==> src/rtl/demux32_buf.sv <==
// demux32_buf: 1-to-8 routing buffer. Each input word is steered by `choose` into
// one of eight 1-entry channel buffers, each drained by its own valid/ready consumer.
module demux32_buf #(
    parameter int WIDTH = 32,
    parameter int SEL_W = 3
) (
    input  logic                               clk,
    input  logic                               reset,
    input  logic                               in_valid,
    output logic                               in_ready,
    input  logic [SEL_W-1:0]                   choose,
    input  logic [WIDTH-1:0]                   in_data,
    output logic [(1<<SEL_W)-1:0]              out_valid,
    input  logic [(1<<SEL_W)-1:0]              out_ready,
    output logic [(1<<SEL_W)*WIDTH-1:0]        out_data,
    output logic [SEL_W:0]                     occupancy
);

    localparam int N = 1 << SEL_W;
    localparam logic [SEL_W:0] ONE = (SEL_W+1)'(1);

    // Handshakes: a transfer happens on a rising edge where valid and ready are both 1.
    // Ready never depends on the matching valid; the producer holds data/choose while stalled.
    typedef enum logic {
        EMPTY = 1'b0,
        FULL  = 1'b1
    } chan_state_e;

    chan_state_e      state_q [N];
    chan_state_e      state_d [N];
    logic [WIDTH-1:0] data_q  [N];
    logic [WIDTH-1:0] data_d  [N];
    logic [SEL_W:0]   occ_q;
    logic [SEL_W:0]   occ_d;

    logic [N-1:0]     accept_vec;
    logic [N-1:0]     drain_vec;
    logic [SEL_W:0]   fill_cnt;
    logic [SEL_W:0]   drain_cnt;

    // A full channel can take a new word in the same cycle its consumer drains it.
    always_comb begin
        in_ready = reset & ((state_q[choose] == EMPTY) | out_ready[choose]);
    end

    always_comb begin
        accept_vec = '0;
        drain_vec  = '0;
        for (int k = 0; k < N; k++) begin
            accept_vec[k] = in_valid & in_ready & (choose == SEL_W'(k));
            drain_vec[k]  = (state_q[k] == FULL) & out_ready[k];
        end
    end

    always_comb begin
        fill_cnt  = '0;
        drain_cnt = '0;
        for (int k = 0; k < N; k++) begin
            state_d[k] = state_q[k];
            data_d[k]  = data_q[k];
            if (accept_vec[k]) begin
                state_d[k] = FULL;
                data_d[k]  = in_data;
                if (state_q[k] == EMPTY) begin
                    fill_cnt = fill_cnt + ONE;
                end
            end else if (drain_vec[k]) begin
                // Data is left in place after a drain; only the valid bit clears.
                state_d[k] = EMPTY;
                drain_cnt  = drain_cnt + ONE;
            end
        end
        occ_d = occ_q + fill_cnt - drain_cnt;
    end

    always_ff @(posedge clk) begin
        if (!reset) begin
            for (int k = 0; k < N; k++) begin
                state_q[k] <= EMPTY;
                data_q[k]  <= '0;
            end
            occ_q <= '0;
        end else begin
            for (int k = 0; k < N; k++) begin
                state_q[k] <= state_d[k];
                data_q[k]  <= data_d[k];
            end
            occ_q <= occ_d;
        end
    end

    // out_valid doubles as the observable per-channel FSM state (1 = FULL).
    always_comb begin
        for (int k = 0; k < N; k++) begin
            out_valid[k]                  = (state_q[k] == FULL);
            out_data[k*WIDTH +: WIDTH]    = data_q[k];
        end
        occupancy = occ_q;
    end

endmodule
==> config.mk <==
export PLATFORM = sky130hd
export DESIGN_NAME = demux32_buf
export DESIGN_NICKNAME = d
export VERILOG_FILES = /design/src/rtl/demux32_buf.sv
export SDC_FILE = /design/constraint.sdc
export NUM_CORES = 1
export LEC_CHECK = 0
export ABC_AREA = 1
export CAP_MARGIN = 30
export CELL_PAD_IN_SITES_DETAIL_PLACEMENT = 1
export CELL_PAD_IN_SITES_GLOBAL_PLACEMENT = 1
export CORE_UTILIZATION = 48
export CTS_CLUSTER_DIAMETER = 30
export CTS_CLUSTER_SIZE = 24
export DETAILED_ROUTE_END_ITERATION = 12
export DONT_BUFFER_PORTS = 1
export PLACE_DENSITY = 0.87
export SLEW_MARGIN = 20
export SYNTH_ARGS = -nofsm -noshare
export SYNTH_HDL_FRONTEND = slang
export SYNTH_SLANG_ARGS = --single-unit
==> constraint.sdc <==
create_clock -name clk -period 20.3 [get_ports clk]
set_clock_uncertainty 0.05 [all_clocks]
set_input_delay 3.045 -clock clk [delete_from_list [all_inputs] [get_ports clk]]
set_output_delay 3.045 -clock clk [all_outputs]
set_load 0.1 [all_outputs]
# == Yosys cells after proc, flatten, opt, wreduce, memory -nomap -nowiden ==
# Memory sizes are Yosys's and may differ from the RTL's.
# Index checks and enable logic that the tools add are counted.
# classes
addsub,16
n_lt_le_gt_ge,1
n_eq_ne,7
n_mux,76
n_bitwise,36
reduce_logical,1
# op_table
cell,n
2-to-1 mux 32 bit,16
2-to-1 mux 4 bit,30
"adder 4 x 1 -> 4 bit, second input constant",14
2-to-1 mux 1 bit,29
bitwise AND 1 bit,18
OR 1 bit,17
"equality test 3 bit, second input constant",4
"equality test 3 x 2 -> 1 bit, second input constant",2
adder 4 bit,1
"< comparator 3 x 4 -> 1 bit, second input constant",1
subtractor 4 bit,1
binary-select mux 1 bit (select 3 bit),1
"equality test 3 x 1 -> 1 bit, second input constant",1
logical NOT 3 bit,1
inverter 1 bit,1
# word_totals
ff_bits,4
mem_bits_rw,264
input_bits,46
output_inout_bits,269
elab_cells,140
n_memories,2
# memory_table
memory,depth,word_bits,read_ports,rd_ports_with_merged_regs,write_ports,line_no,rtl
data_q,8,32,8,0,8,31,logic [WIDTH-1:0] data_q [N];
state_q,8,1,9,0,8,29,chan_state_e state_q [N];

# == Depth between registers and ports, before layout ==
# depth
word_depth,30
depth_mapped,44
ltp_nobuf,42

# == Worst setup path before layout ==
# No wires, ideal clock.
# synth_timing
kind,input to register
startpoint,in choose[0]
endpoint,reg occ_q[3] (netlist: occupancy[3])
setup_time_ns,0.115
arrival_time_ns,8.884
required_ns,20.135
path_slack_ns,11.251
path_stages,43
path_buffers,2
cell_sequence,buf_6 inv_2 nand2_2 nor2_1 nor2_1 nand2_1 nand2_2 nand4_2 nor2_1 clkbuf_1 nor2_1 ha_1 nand2_1 nand2_1 ha_1 inv_1 nand3_1 nand2_1 [7 not listed] inv_1 ha_1 nand2_1 nand2_1 ha_1 nand2_1 nand2_1 ha_1 nand2_1 xor2_1 fa_1 ha_1 a21oi_1 nand2_1 xor2_1 nand3_1 nand2_1 nor2_1
# synth_via
elab_chain_len,30
elab_cells_between_ends,69
classes_between,16 x add/sub; 7 x eq/ne; 32 x mux; 12 x bitwise; 1 x reduce/logical; 1 x memory
# synth_lines
item,line_no,rtl
"start, declared",11,"input logic [SEL_W-1:0] choose,"
memory read (8 x 1 bit) / binary-select mux 1 bit (select 3 bit) (equally long branches),-,
inverter 1 bit / 2-to-1 mux 1 bit (equally long branches),43,in_ready = reset & ((state_q[choose] == EMPTY) | out_ready[choose]);
OR 1 bit,43,
bitwise AND 1 bit,43,
bitwise AND 1 bit (2 in a row),50,accept_vec[k] = in_valid & in_ready & (choose == SEL_W'(k));
2-to-1 mux 4 bit,61,if (accept_vec[k]) begin
adder 4 x 1 -> 4 bit,65,fill_cnt = fill_cnt + ONE;
2-to-1 mux 4 bit,64,if (state_q[k] == EMPTY) begin
[13 not listed],-,
adder 4 x 1 -> 4 bit,65,
2-to-1 mux 4 bit,64,
2-to-1 mux 4 bit,61,
adder 4 x 1 -> 4 bit,65,
2-to-1 mux 4 bit,64,
2-to-1 mux 4 bit,61,
adder 4 bit,73,occ_d = occ_q + fill_cnt - drain_cnt;
subtractor 4 bit (*),73,
"end signal, assigned",82,occ_q <= '0;
"end signal, assigned",88,occ_q <= occ_d;
"end, declared",33,logic [SEL_W:0] occ_q;
# Mark *: on every way between the ends. The rest lies on a longest branch, timed or not. The select of a mux whose other input is x is not followed.
# A chain may end at the register's enable or synchronous reset.

# == Worst setup path after layout ==
# layout_timing
startpoint,in choose[1]
endpoint,reg occ_q[3] (netlist: occupancy[3])
# Same word-level chain as after synthesis.

==> flow_summary.yaml <==
cells_and_area:
  final_layout_size_suffix_gt1_share_pct: 11.80
  post-route-util_pct: 60.13
  seqCellArea_um2: 5366
  fin_area_um2: 13120
  multi_input_area_um2: 4693
  fillers: 2636
  diodes: 0
  area_delta_synth_final_pct: 22.64
  layout.cells.non_filler: 1771
  nets: 1519
cts:
  numCtsBuffers: 49
  clock-sinks: 268
  ctsHoldBuffers: 0
  path_clk_slew_ns: 0.05
  cts_tree: "built"
  cts_root_buf: "clkbuf_16"
  cts_resized: 0
  post_cts.repair.setup_buffers: 0
  cts.path.max_buffers: 3
  clock_latency_ns: 0.54
  htreeDepth: 2
sta:
  max_freq_mhz: 97.45
  final.min_clock_period_ns: 10.26
  maxSlewViolCount: 0
  fin_crit_sh_pct: 50.55
  worst-slew-pin-transition_ns: 1.065
  relSlewSlack_pct: 28.93
  final-hold-violation-count: 0
  fin_tns_setup_ns: 0
  finalSetupViolations: 0
  rsz0062_at_grt: "false"
floorplanning:
  die_h_um: 151.3
  core_area_um2: 21820
  rows: 54
  die_area_um2: 22890
  io_pins: 315
  start_util_pct: 49.03
  die_w_um: 151.3
worst_setup_path:
  critPathMostFrequentCell: "nand2_1"
  crit_fanout: 35
  crit_slowest_cell: "nor2_4"
  worst_r2r_path_depth: 38
  timing.rr.start: "state_q[7]"
  worstPathRequired_ns: 20.68
  critPathCaptureType: "flop"
  worstSetupStartpointType: "primary input"
  reg2reg_to: "occupancy[3]"
  reg2reg_setup_slack_ns: 11.71
  crit_path_max_incr_delay_ns: 0.70
  path_class: "in2reg"
  worstPathArrival_ns: 10.64
yosys:
  yosysSeqAreaShare_pct: 50.14
  ys_warn_count: 0
  synth_edf_count: 0
  ys_top_cells_by_area: "dfxtp_1 50%, nor2_1 20%, o21ai_0 12%"
  synthTopCellsByCount: "556 x nor2_1, 268 x dfxtp_1, 259 x o21ai_0, 77 x nand2_1, 70 x clkbuf_1"
  yosysTopAreaCell: "dfxtp_1"
  ys_ff_latch: 268
  async_reset_ff_share_pct: 0
  avgSynthCellArea_um2: 7.441
  synth.most_common_cell: "nor2_1"
  yosys_most_used_dff: "dfxtp_1"
  synth_cells: 1438
  syn_area_um2: 10700
  synth.distinct_cells: 36
  synth_top_area_share_pct: 50.14
  syn-num-nets: 1505
min_path:
  hold_path_depth: 2
  hold_path.startpoint: "state_q[6]"
  min_delay_worst_endpoint: "state_q[6]"
  hp-class: "reg2reg"
power:
  irDropWorstVdd_uv: 69.94
  powerDensity_nw_per_um2: 122.1
  leakagePower_nw: 5.723
global_route:
  grt_pass1_wl_um: 59400
  grt_overflow_total: 0
  antenna_found_initial: 0
  grt_max_degree: 263
  grt.total_usage_pct: 34.22
  grt_pass1_vias: 10560
drt:
  ant_nets: 0
  wl_per_cell_um: 23.13
  dr_total_vias: 10190
  first_iter_violations: 530
  dr.pass1.iters: 5
  remaining_drc_errors: 0
  via_per_inst: 5.754
  routed_wl_um: 40960
placed_design:
  port_buffers: 0
  hpwl_um: 23570
  placedInstanceArea_um2: 10930
  place_congestion: 0.8114
  numPlacedInstances: 1652
run:
  drv_cap: 0
status:
  status: "finished clean"
-- power breakdown --
part           total [W]  switching [W]  internal, W
clock           0.000857       0.000299     0.000559
sequential      0.000635      0.0000943     0.000541
combinational   0.000109      0.0000695    0.0000399
total            0.00160       0.000462      0.00114
-- cells by family (layout without fill, tap and decap cells) --
kind of cell	count (synthesis)	count (layout)	synth area share [%]
flops	268	268	50.14
buf+inv	157	210	6.162
fa+ha+maj	21	21	2.666
compound gates	273	273	12.83
simple gates	716	716	27.96
xor+xnor	3	3	0.2456
-- state kept, by name (all words and copies together) (netlist names) --
| name | flops |
|---|---|
| data_q | 256 |
| occupancy | 4 |
| state_q | 8 |
-- critical path: cells and delay by family --
family                   cells  cell delay (ns)
AO/OA/AOI/OAI                5             1.11
AND/OR/NAND/NOR             19             2.73
XOR/XNOR                     1             0.19
buffers and inverters        4             0.74
adder cells (fa/ha/maj)      9             2.81
-- layout by cell type, fill, tap and decap left out, types with 2 or more instances in the layout --
cell type	count
a21oi_1	11
buf_1	3
buf_16	19
buf_2	3
buf_4	9
bufinv_16	7
clkbuf_1	20
clkbuf_16	50
clkbuf_8	6
clkinv_1	3
clkinv_2	4
clkinv_4	2
clkinv_8	2
clkinvlp_4	11
dfxtp_1	267
fa_1	3
ha_1	18
inv_1	59
inv_2	7
inv_6	2
nand2_1	77
nand2_2	15
nand2_4	5
nand3_1	31
nand3_2	9
nand3_4	3
nand4_1	4
nor2_1	553
nor2_2	9
nor2_4	3
o21ai_0	259
or2_2	2
xor2_1	3
-- worst max path at each step --
stage / slack (ns) / to / startpoint / cells past startpoint
after detailed placement: 10.15 / occupancy[3] / choose[1] / 38
final: 10.04 / occupancy[3] / choose[1] / 38
after global placement: 10.57 / occupancy[3] / choose[1] / 38
after global routing: 9.67 / occupancy[3] / choose[1] / 38
after floorplan: 11.25 / occupancy[3] / choose[0] / 43
after CTS: 10.34 / occupancy[3] / choose[1] / 38
-- metrics by stage --
step,hold slack [ns],setup slack [ns],power (W)
global placement,0.7067,10.57,0.0007222
CTS,0.5405,10.34,0.001599
floorplan,0.4067,11.25,0.0007155
global route,0.5991,9.674,0.001639
finish,0.5365,10.04,0.001602
detailed placement,0.5103,10.15,0.0007446
-- per-layer routing --
metal | routed length, µm | vias up | GRT usage [%] | part of all wire (%)
met5 | 0 | - | 0 | 0
met1 | 15060 | 4971 | 36.77 | 37
met3 | 3923 | 136 | 11.42 | 9.6
met2 | 20030 | 476 | 59.13 | 49
li1 | - | 4607 | - | -
met4 | 1956 | 0 | 18.30 | 4.8
-- area by class of cell --
class | instances | share of cell area, %
clock inverter | 30 | 3.213
tap | 280 | 2.670
inverter | 70 | 2.021
sequential | 268 | 40.89
multi-input combinational | 1013 | 35.76
timing repair buffer | 50 | 5.320
clock buffer | 60 | 10.12
(Power assumes the default switching activity.)
